--- config.mk ---
export PLATFORM = sky130hd
export DESIGN_NAME = mem_port_arbiter
export DESIGN_NICKNAME = d
export VERILOG_FILES = /design/src/rtl/mips_pkg.sv /design/src/rtl/arb_prio_pick.sv /design/src/rtl/mem_port_arbiter.sv
export SDC_FILE = /design/constraint.sdc
export NUM_CORES = 1
export LEC_CHECK = 0
export BUFFER_PORTS_ARGS = -buffer_cell sky130_fd_sc_hd__buf_2
export CAP_MARGIN = 20
export CORE_MARGIN = 8
export CORE_UTILIZATION = 48
export CTS_CLUSTER_DIAMETER = 60
export DETAILED_ROUTE_END_ITERATION = 12
export GPL_ROUTABILITY_DRIVEN = 0
export GPL_TIMING_DRIVEN = 0
export PLACE_DENSITY = 0.89
export RECOVER_POWER = 100
export SYNTH_ARGS = -nofsm -noshare
export SYNTH_HDL_FRONTEND = slang
export SYNTH_SLANG_ARGS = --single-unit
export TNS_END_PERCENT = 30
--- constraint.sdc ---
create_clock -name clk1 -period 4.6 [get_ports clk1]
set_clock_uncertainty 0.05 [all_clocks]
set_input_delay 0.46 -clock clk1 [delete_from_list [all_inputs] [get_ports clk1]]
set_output_delay 0.46 -clock clk1 [all_outputs]
set_load 0.005 [all_outputs]
--- src/rtl/mips_pkg.sv ---
// rtl/mips_pkg.sv - shared types and memory geometry for the mips_32 memory port arbiter
package mips_pkg;

    localparam int MEM_AW = 10;
    localparam int MEM_DW = 32;

    typedef enum logic [1:0] {ARB_IDLE, ARB_ACCESS, ARB_WAIT} arb_state_t;
    typedef enum logic [1:0] {REQ_NONE, REQ_IF, REQ_DM, REQ_LD} req_id_t;

endpackage

--- src/rtl/arb_prio_pick.sv ---
// rtl/arb_prio_pick.sv - combinational winner selection: LD > (starved ? IF : DM) > IF
module arb_prio_pick
    import mips_pkg::*;
(
    input  logic [2:0] req,      // {ld, dm, if}
    input  logic       starved,
    output req_id_t    winner
);

    always_comb begin
        winner = REQ_NONE;
        if (req[2]) begin
            winner = REQ_LD;
        end else if (req[1] && req[0]) begin
            winner = starved ? REQ_IF : REQ_DM;
        end else if (req[1]) begin
            winner = REQ_DM;
        end else if (req[0]) begin
            winner = REQ_IF;
        end
    end

endmodule

--- src/rtl/mem_port_arbiter.sv ---
// rtl/mem_port_arbiter.sv - serialises IF/DM accesses onto the single-ported mips_32 memory
// Optional write-only program loader requester enabled by MEM_ARB_LOADER_EN
module mem_port_arbiter
    import mips_pkg::*;
#(
    parameter int AW          = MEM_AW,
    parameter int DW          = MEM_DW,
    parameter int WAIT_STATES = 0,
    parameter int STARVE_MAX  = 4
) (
    input  logic          clk1,
    input  logic          rst,
    input  logic          if_req,
    input  logic [AW-1:0] if_addr,
    output logic          if_gnt,
    output logic          if_rvalid,
    output logic [DW-1:0] if_rdata,
    input  logic          dm_req,
    input  logic          dm_we,
    input  logic [AW-1:0] dm_addr,
    input  logic [DW-1:0] dm_wdata,
    output logic          dm_gnt,
    output logic          dm_rvalid,
    output logic [DW-1:0] dm_rdata,
`ifdef MEM_ARB_LOADER_EN
    input  logic          ld_req,
    input  logic [AW-1:0] ld_addr,
    input  logic [DW-1:0] ld_wdata,
    output logic          ld_gnt,
    output logic          ld_active,
`endif
    output logic          mem_en,
    output logic          mem_we,
    output logic [AW-1:0] mem_addr,
    output logic [DW-1:0] mem_wdata,
    input  logic [DW-1:0] mem_rdata,
    output logic          busy
);

    localparam logic [3:0] SMAX = 4'(STARVE_MAX);
    localparam logic [2:0] WS   = 3'(WAIT_STATES);

    arb_state_t    state;
    req_id_t       owner;
    req_id_t       pick;
    logic          owner_we;
    logic [2:0]    wait_cnt;
    logic [3:0]    starve_cnt;
    logic          ld_req_i;
    logic [AW-1:0] ld_addr_i;
    logic [DW-1:0] ld_wdata_i;

`ifdef MEM_ARB_LOADER_EN
    assign ld_req_i   = ld_req;
    assign ld_addr_i  = ld_addr;
    assign ld_wdata_i = ld_wdata;
`else
    assign ld_req_i   = 1'b0;
    assign ld_addr_i  = '0;
    assign ld_wdata_i = '0;
`endif

    arb_prio_pick u_pick (
        .req     ({ld_req_i, dm_req, if_req}),
        .starved (starve_cnt == SMAX),
        .winner  (pick)
    );

    always_ff @(posedge clk1 or posedge rst) begin
        if (rst) begin
            state      <= ARB_IDLE;
            owner      <= REQ_NONE;
            owner_we   <= 1'b0;
            wait_cnt   <= '0;
            starve_cnt <= '0;
            if_gnt     <= 1'b0;
            if_rvalid  <= 1'b0;
            if_rdata   <= '0;
            dm_gnt     <= 1'b0;
            dm_rvalid  <= 1'b0;
            dm_rdata   <= '0;
            mem_en     <= 1'b0;
            mem_we     <= 1'b0;
            mem_addr   <= '0;
            mem_wdata  <= '0;
            busy       <= 1'b0;
        end else begin
            if_gnt    <= 1'b0;
            dm_gnt    <= 1'b0;
            if_rvalid <= 1'b0;
            dm_rvalid <= 1'b0;
            mem_en    <= 1'b0;
            mem_we    <= 1'b0;
            // A fetch that is not asking cannot be starved
            if (!if_req) starve_cnt <= '0;

            unique case (state)
                ARB_IDLE: begin
                    if (pick != REQ_NONE) begin
                        state  <= ARB_ACCESS;
                        owner  <= pick;
                        busy   <= 1'b1;
                        mem_en <= 1'b1;
                        case (pick)
                            REQ_IF: begin
                                if_gnt     <= 1'b1;
                                mem_addr   <= if_addr;
                                owner_we   <= 1'b0;
                                starve_cnt <= '0;
                            end
                            REQ_DM: begin
                                dm_gnt    <= 1'b1;
                                mem_addr  <= dm_addr;
                                mem_we    <= dm_we;
                                mem_wdata <= dm_wdata;
                                owner_we  <= dm_we;
                                if (if_req && starve_cnt != SMAX) starve_cnt <= starve_cnt + 4'd1;
                            end
                            REQ_LD: begin
                                mem_addr  <= ld_addr_i;
                                mem_we    <= 1'b1;
                                mem_wdata <= ld_wdata_i;
                                owner_we  <= 1'b1;
                            end
                            default: ;
                        endcase
                    end
                end
                ARB_ACCESS: begin
                    if (owner_we) begin
                        state <= ARB_IDLE;
                        busy  <= 1'b0;
                    end else begin
                        state    <= ARB_WAIT;
                        wait_cnt <= WS;
                    end
                end
                ARB_WAIT: begin
                    if (wait_cnt == 3'd0) begin
                        state <= ARB_IDLE;
                        busy  <= 1'b0;
                        if (owner == REQ_IF) begin
                            if_rdata  <= mem_rdata;
                            if_rvalid <= 1'b1;
                        end else begin
                            dm_rdata  <= mem_rdata;
                            dm_rvalid <= 1'b1;
                        end
                    end else begin
                        wait_cnt <= wait_cnt - 3'd1;
                    end
                end
                default: state <= ARB_IDLE;
            endcase
        end
    end

`ifdef MEM_ARB_LOADER_EN
    always_ff @(posedge clk1 or posedge rst) begin
        if (rst) begin
            ld_gnt    <= 1'b0;
            ld_active <= 1'b0;
        end else begin
            ld_gnt <= (state == ARB_IDLE) && (pick == REQ_LD);
            if ((state == ARB_IDLE) && (pick == REQ_LD)) begin
                ld_active <= 1'b1;
            end else if ((state == ARB_IDLE) && !ld_req) begin
                ld_active <= 1'b0;
            end
        end
    end
`endif

endmodule
==> results.cfg, run 1 <==
[pwr]
p_leak_nw = 3.079
total_power_mw = 4.448
ir_drop_mv = 0.3111
power_density_mw_per_mm2 = 676.1

[yosys]
synth-edff-count = 0
synthCells = 348
yosys.cell_types.count = 34
yosys_register_bits = 125
yosys_warnings = 0
synth-main-ff-cell = dfrtp_1
synthesis.area_mm2 = 0.005099
synth_area_per_cell_um2 = 14.65
seq_area_frac_synth_pct = 61.35
async_reset_ff_share_pct = 100.0
syn-num-nets = 445

[place]
place_inst = 686
dp_hpwl_mm = 10.09
port_buffers = 201

[grt]
gr-total-overflow = 0
antenna_found_initial = 1
first_global_vias = 4170
grt_start_max_net_pins = 78
grt_use_total_pct = 19.11
grt_pass1_wl_mm = 21.59

[floorplanning]
initial_core_util_pct = 49.39
coreArea_mm2 = 0.01032
ioPinCount = 202
dieWidth_um = 119.1
dieArea_mm2 = 0.01418
fp.dieH_um = 119.1
rows = 37

[clocking]
cts_buffers = 17
cts.sinks = 125
clockBufferDepth = 2
clock_latency_ns = 0.51
cts_setup_buffers = 0
cts_tree = done
ctsResizeCount = 0
path_clk_slew_ns = 0.06
cts_max_level = 4
cts_root_buf = clkbuf_8

[min_path]
hp-class = primary input to flip-flop

[outcome]
violations = max-capacitance violations, max-slew violations
outcome = complete, but fails checks

[setup_path]
arrival_ns = 3.25
critPathCaptureType = flip-flop
reg2reg_slack_ns = 1.70
startpoint_type = flip-flop
crit_fanout = 10
path_class = flip-flop to flip-flop
critPathRequiredTime_ns = 4.95

[detailed_routing]
drtPass1Iterations = 5
viasPerCell = 5.047
drc_errors = 0
wirelength_mm = 13.50
drtIter0Drc = 179
postRouteAntennaNets = 0
vias = 3634
post_drt_wl_per_cell_um = 18.75

[flow_run]
drv_cap = 1

[timing]
hold_viol = 0
min_period_ns = 2.902
slew_viol_final = 49
setup_violations = 0
relSlewSlack_pct = -50.44
rsz0062_at_grt = no
whs_ns = 0.1040
fin_crit_sh_pct = 63.09
max_freq_ghz = 0.3446
worst_slew_pin_slew_ns = 2.244

[final_layout]
layout.nets = 667
drive_above_1_share_pct = 35.33
layout_common_cells = dfrtp_1 (125), clkbuf_1 (112), buf_2 (101), mux2_2 (68)
final_common_cell = dfrtp_1
final_cells = 720
syn2layout_area_growth_pct = 29.03
## synth_stat cells, types with 4 or more instances
cell type	n	area share [%]
inv_1	10	0.74
buf_6	7	1.5
nor2b_1	4	0.49
nand2_1	20	1.5
nor2_1	12	0.88
dfrtp_1	125	61
o21ai_0	6	0.59
mux2_2	68	15
ha_1	8	2.0
a21oi_1	26	2.6
mux2_4	29	8.5
a21o_1	5	0.74
## power by group
| part | internal, mW | switching (mW) | total [mW] |
|---|---|---|---|
| clock network | 0.777 | 0.507 | 1.28 |
| logic | 0.655 | 0.652 | 1.31 |
| registers | 1.58 | 0.278 | 1.86 |
## critical path, cell delays in order, from the launching register on
cell and delay [ns]:
dfrtp_1 0.42, inv_1 0.10, ha_1 0.27, nand3b_2 0.13, nor3b_1 0.87, clkbuf_1 0.53, mux2_2 0.41
## final timing paths
kind,end,cells past startpoint,startpoint
setup reg to reg,if_rdata[26],6,state[0]
hold reg to reg,mem_wdata[11],1,mem_wdata[11]
hold / removal,mem_wdata[11],2,dm_wdata[11]
max in group asynchronous,if_rdata[23],4,rst
min in group asynchronous,mem_wdata[15],3,rst
setup / recovery,if_rdata[26],6,state[0]
## sequential cells by signal, indices dropped and copies added, names as in the netlist, 2 cells and up
register,cells
dm_rdata,32
if_rdata,32
mem_addr,10
mem_wdata,32
owner,2
starve_cnt,4
state,2
wait_cnt,3
## layer usage
metal,GRT usage [%],vias to the layer above,part of all wire (%)
met5,0,-,0
met4,8.063,0,1.2
met3,8.455,15,9.9
met2,32.35,178,50
met1,20.41,1777,39
li1,-,1664,-
## cells by family after synthesis
family / Yosys count / synth area share (%)
flops: 125 / 61.35
mux: 97 / 23.56
simple gates: 50 / 5.104
compound gates: 44 / 4.908
buf+inv: 23 / 2.945
fa+ha+maj: 8 / 1.963
xor+xnor: 1 / 0.1718
## repair_timing
action	CTS	global route
endpoints found under the setup margin	0	0
hold endpoints to repair	48	0
hold buffers	1	0
## through the flow
step                      instance area, um^2  utilization [%]  worst slack [ns]  TNS, ns
after detailed placement                 6307            61.10             2.419        0
after global routing                     6579            63.73             1.462        0
after CTS                                6894            66.78             2.400        0
after floorplan                          5099                -            0.7624        0
final                                    6579            63.73             1.698        0
after global placement                   6275            60.78           -0.2860   -34.69
## final cells by class
class,count,area [um^2]
clock buffer,17,414.1
clock inverter,15,162.7
inverter,10,38.79
multi-input combinational,200,1695
sequential,125,3128
timing repair buffer,203,918.4
tap,136,170.2
buffer,13,48.80
antenna,1,2.502
fill,850,3745
No activity file was read; power rests on OpenSTA's default activity.
==> run 2, diff against run 1 <==
==> constraint.sdc (replaced) <==
create_clock -name clk1 -period 3 [get_ports clk1]
set_clock_uncertainty 0.05 [all_clocks]
set_input_delay 0.3 -clock clk1 [delete_from_list [all_inputs] [get_ports clk1]]
set_output_delay 0.3 -clock clk1 [all_outputs]
set_load 0.005 [all_outputs]
==> results.cfg, run 2 (same netlist as run 1, synthesis figures left out) <==
[outcome]
outcome = complete, no violations

[final_layout]
largestRegisters = dm_rdata (32), if_rdata (32), mem_wdata (32)
final_common_cell = dfrtp_1
finalInstanceArea_mm2 = 0.007375
syn2layout_area_growth_pct = 44.64
final_cells = 798
drive_above_1_share_pct = 30.76
layout.nets = 744
layout_common_cells = dfrtp_1 (125), clkbuf_1 (110), buf_2 (101), dlygate4sd3_1 (76), mux2_2 (60)

[min_path]
worstHoldEndpoint = if_rdata[28]
hp-class = primary input to flip-flop
min_from = mem_rdata[28]
whs_path_depth = 2

[grt]
grt_use_total_pct = 24.13
antenna_found_initial = 1
grt_start_max_net_pins = 41
grt_pass1_wl_mm = 26.70
first_global_vias = 4750
gr-total-overflow = 0

[place]
pre_cts_slack_ns = 0.8720
port_buffers = 201
dp_hpwl_mm = 10.37
place_inst = 688
dpl_cell_area_mm2 = 0.006339

[setup_path]
crit_chain = inv_1 -> ha_1 -> nand3b_1 -> a21oi_1 -> clkbuf_2 -> mux2_1
startpoint_type = flip-flop
worstRegToRegCells = 6
arrival_ns = 2.90
r2r_start = state[0]
slowest_delay_ns = 0.61
reg2reg_slack_ns = 0.44
critPathCaptureType = flip-flop
critPathRequiredTime_ns = 3.34
crit_fanout = 10
path_class = flip-flop to flip-flop
r2r-end = dm_rdata[0]
slowest_stage = a21oi_1

[pwr]
power_density_mw_per_mm2 = 971.6
total_power_mw = 7.165
ir_drop_mv = 0.4649
p_leak_nw = 3.419

[floorplanning]
fp.dieH_um = 119.1
ioPinCount = 202
dieArea_mm2 = 0.01418
dieWidth_um = 119.1
initial_core_util_pct = 49.39
rows = 37
coreArea_mm2 = 0.01032

[timing]
worst_slew_pin_slew_ns = 1.283
slew_viol_final = 0
fin_crit_sh_pct = 85.32
setup_violations = 0
relSlewSlack_pct = 14.01
setup_tns_ns = 0
rsz0062_at_grt = no
fin_ws_ns = 0.4404
max_freq_ghz = 0.3907
hold_viol = 0
min_period_ns = 2.560

[detailed_routing]
dr.max_layer_used = met4
vias = 4120
wl_met1_mm = 6.022
wl_met2_mm = 8.886
drc_errors = 0
post_drt_wl_per_cell_um = 21.05
drtIter0Drc = 294
viasPerCell = 5.163
drtPass1Iterations = 4
postRouteAntennaNets = 0
wl_met3_mm = 1.384
wirelength_mm = 16.80

[flow_run]
drv_cap = 0

[clocking]
clockBufferDepth = 2
path_clk_slew_ns = 0.06
cts_buffers = 17
clock_latency_ns = 0.52
cts_root_buf = clkbuf_8
cts_max_level = 4
cts_tree = done
cts.sinks = 125
[run 2: how the worst max path moves through the flow]
stage	start	end	slack, ns	depth (start not counted)
after floorplan	rst	busy	1.11	1
after global placement	rst	if_rdata[11]	0.47	2
after detailed placement	state[0]	if_rdata[3]	0.87	6
after CTS	state[0]	mem_addr[2]	0.66	8
after global routing	state[1]	mem_addr[2]	0.16	8
final	state[0]	dm_rdata[0]	0.44	6
[run 2: metrics by stage]
stage          utilization [%]  hold slack (ns)
6_report                 71.43          0.03562
5_1_grt                  71.41         0.008732
4_1_cts                  74.63         0.002511
3_5_place_dp             61.40           0.3704
3_3_place_gp             60.82           0.4338
2_1_floorplan                -           0.3628
[run 2: worst max-delay path: cells and delay by family (launching register included)]
kind / cells / cell delay (ns)
AO/OA/AOI/OAI: 1 / 0.61
buffers and inverters: 2 / 0.52
flip-flops: 1 / 0.42
multiplexers: 1 / 0.40
adder cells (fa/ha/maj): 1 / 0.26
AND/OR/NAND/NOR: 1 / 0.18
[run 2: layout make-up]
type | count | area, um^2
buffer | 13 | 52.55
clock inverter | 13 | 163.9
antenna | 2 | 5.005
multi-input combinational | 200 | 1703
fill | 727 | 2949
timing repair buffer | 280 | 1672
sequential | 125 | 3128
clock buffer | 19 | 441.7
inverter | 10 | 38.79
tap | 136 | 170.2
[run 2: metal layers]
metal	vias to the layer above	track usage, %
li1	1813	-
met1	2026	24.70
met2	239	43.59
met3	42	7.983
met4	0	11.38
met5	-	0
[run 2: timing repair]
action	CTS	global route
hold buffers	76	0
setup buffers	0	0
gates resized for setup	0	0
hold endpoints to repair	131	0
[run 2: power breakdown]
group / internal (mW) / leakage [nW] / switching, mW / total, mW
clock: 1.31 / 0.283 / 0.769 / 2.08
sequential: 2.42 / 1.54 / 0.473 / 2.89
combinational: 1.07 / 1.60 / 1.12 / 2.19
total: 4.80 / 3.42 / 2.36 / 7.17
==> run 3, diff against run 2 <==
--- a/config.mk
+++ b/config.mk
@@ -7,6 +7,7 @@
 export LEC_CHECK = 0
 export BUFFER_PORTS_ARGS = -buffer_cell sky130_fd_sc_hd__buf_2
 export CAP_MARGIN = 20
+export CORE_ASPECT_RATIO = 0.75
 export CORE_MARGIN = 8
 export CORE_UTILIZATION = 48
 export CTS_CLUSTER_DIAMETER = 60
==> results.cfg, run 3 (same netlist as run 1, synthesis figures left out) <==
[outcome]
outcome = complete, but fails checks
violations = max-capacitance violations, max-slew violations

[timing]
relSlewSlack_pct = -7.849
hold_viol = 0
min_period_ns = 2.495
whs_ns = 0.06029
worst_slew_pin_slew_ns = 1.609
rsz0062_at_grt = no
max_freq_ghz = 0.4008
setup_tns_ns = 0
fin_crit_sh_pct = 83.18
setup_violations = 0
slew_viol_final = 36

[setup_path]
startpoint_type = flip-flop
slowest_delay_ns = 0.65
crit_fanout = 10
critPathRequiredTime_ns = 3.22
path_class = flip-flop to flip-flop
crit_chain = inv_1 -> ha_1 -> nand3b_1 -> a21oi_1 -> buf_4 -> mux2_1
critPathCaptureType = flip-flop
slowest_stage = a21oi_1
arrival_ns = 2.72
cpLargestDelayFamily = compound AO/OA/AOI/OAI gates
reg2reg_slack_ns = 0.50
crit_buf_inv = 2

[floorplanning]
fp.dieH_um = 105.3
dieArea_mm2 = 0.01421
coreArea_mm2 = 0.01033
dieWidth_um = 135.0
ioPinCount = 202
initial_core_util_pct = 49.36
rows = 32

[detailed_routing]
wirelength_mm = 13.53
viasPerCell = 5.085
wl_met2_mm = 6.398
vias = 3661
postRouteAntennaNets = 0
drc_errors = 0
wl_met3_mm = 1.226
dr.max_layer_used = met4
drtIter0Drc = 122
drtPass1Iterations = 4
wl_met1_mm = 5.760
post_drt_wl_per_cell_um = 18.80

[min_path]
hp-class = primary input to flip-flop

[final_layout]
num_antenna_cells = 0
seqCellArea_mm2 = 0.003128
final_common_cell = dfrtp_1
finalInstanceArea_mm2 = 0.006678
drive_above_1_share_pct = 38.36
multi_input_area_mm2 = 0.001703
largestRegisters = dm_rdata (32), if_rdata (32), mem_wdata (32)
n_fill_cell = 796
syn2layout_area_growth_pct = 30.97
layout.nets = 668
layout_common_cells = dfrtp_1 (125), buf_2 (115), clkbuf_1 (94), mux2_2 (66), mux2_1 (29)

[clocking]
cts_max_level = 4
clock_latency_ns = 0.40
cts_root_buf = clkbuf_16
cts_tree = done
clockBufferDepth = 2
cts_buffers = 17
cts.sinks = 125
path_clk_slew_ns = 0.06

[flow_run]
drv_cap = 1

[place]
dp_hpwl_mm = 10.27
port_buffers = 201
dpl_cell_area_mm2 = 0.006319

[pwr]
power_density_mw_per_mm2 = 1051
ir_drop_mv = 0.5376
p_leak_nw = 3.171

[grt]
gr-total-overflow = 0
first_global_vias = 4065
grt_use_total_pct = 19.06
grt_pass1_wl_mm = 21.52
antenna_found_initial = 0
grt_start_max_net_pins = 49
==> run 3: layer usage <==
metal / track usage, % / up-vias
met4: 6.008 / 0
met5: 0 / -
met1: 22.82 / 1822
met2: 30.66 / 153
li1: - / 1673
met3: 8.017 / 13
==> run 3: cell type report <==
cell class              count  share of cell area (%)
clock inverters            15                   2.829
flip-flops and latches    125                   46.84
repair buffers            204                   14.20
multi-input cells         200                   25.50
well taps                 136                   2.548
inverters                  10                  0.5809
plain buffers              13                   1.124
clock buffers              17                   6.371
==> run 3: path summary, 6_finish.rpt <==
| check | end | cells after the start | start |
|---|---|---|---|
| min in group asynchronous | state[0] | 3 | rst |
| max in group asynchronous | if_rdata[2] | 5 | rst |
| min | mem_wdata[1] | 2 | dm_wdata[1] |
| max | dm_rdata[6] | 6 | state[0] |
| max reg2reg | dm_rdata[6] | 6 | state[0] |
| min reg2reg | mem_wdata[25] | 1 | mem_wdata[25] |
==> run 3: what timing repair did <==
item	CTS	global route
buffers inserted	0	0
gates resized for setup	0	0
hold buffers	1	0
endpoints found under the hold margin	1	0
==> run 3: power by group <==
part / total (mW) / internal (mW) / switching, mW
registers: 2.85 / 2.42 / 0.426
logic: 2.08 / 1.05 / 1.03
clock network: 2.10 / 1.32 / 0.776
total: 7.02 / 4.79 / 2.23
==> run 3: through the flow <==
step / setup slack [ns] / utilization (%) / cells / power, mW
detailed placement: 0.8614 / 61.17 / 687 / 5.312
global route: 0.3794 / 64.64 / 720 / 7.430
global placement: 0.4794 / 60.78 / 685 / 5.139
floorplan: 1.111 / - / 348 / 4.145
CTS: 0.8261 / 67.21 / 720 / 7.461
finish: 0.5047 / 64.64 / 720 / 7.020
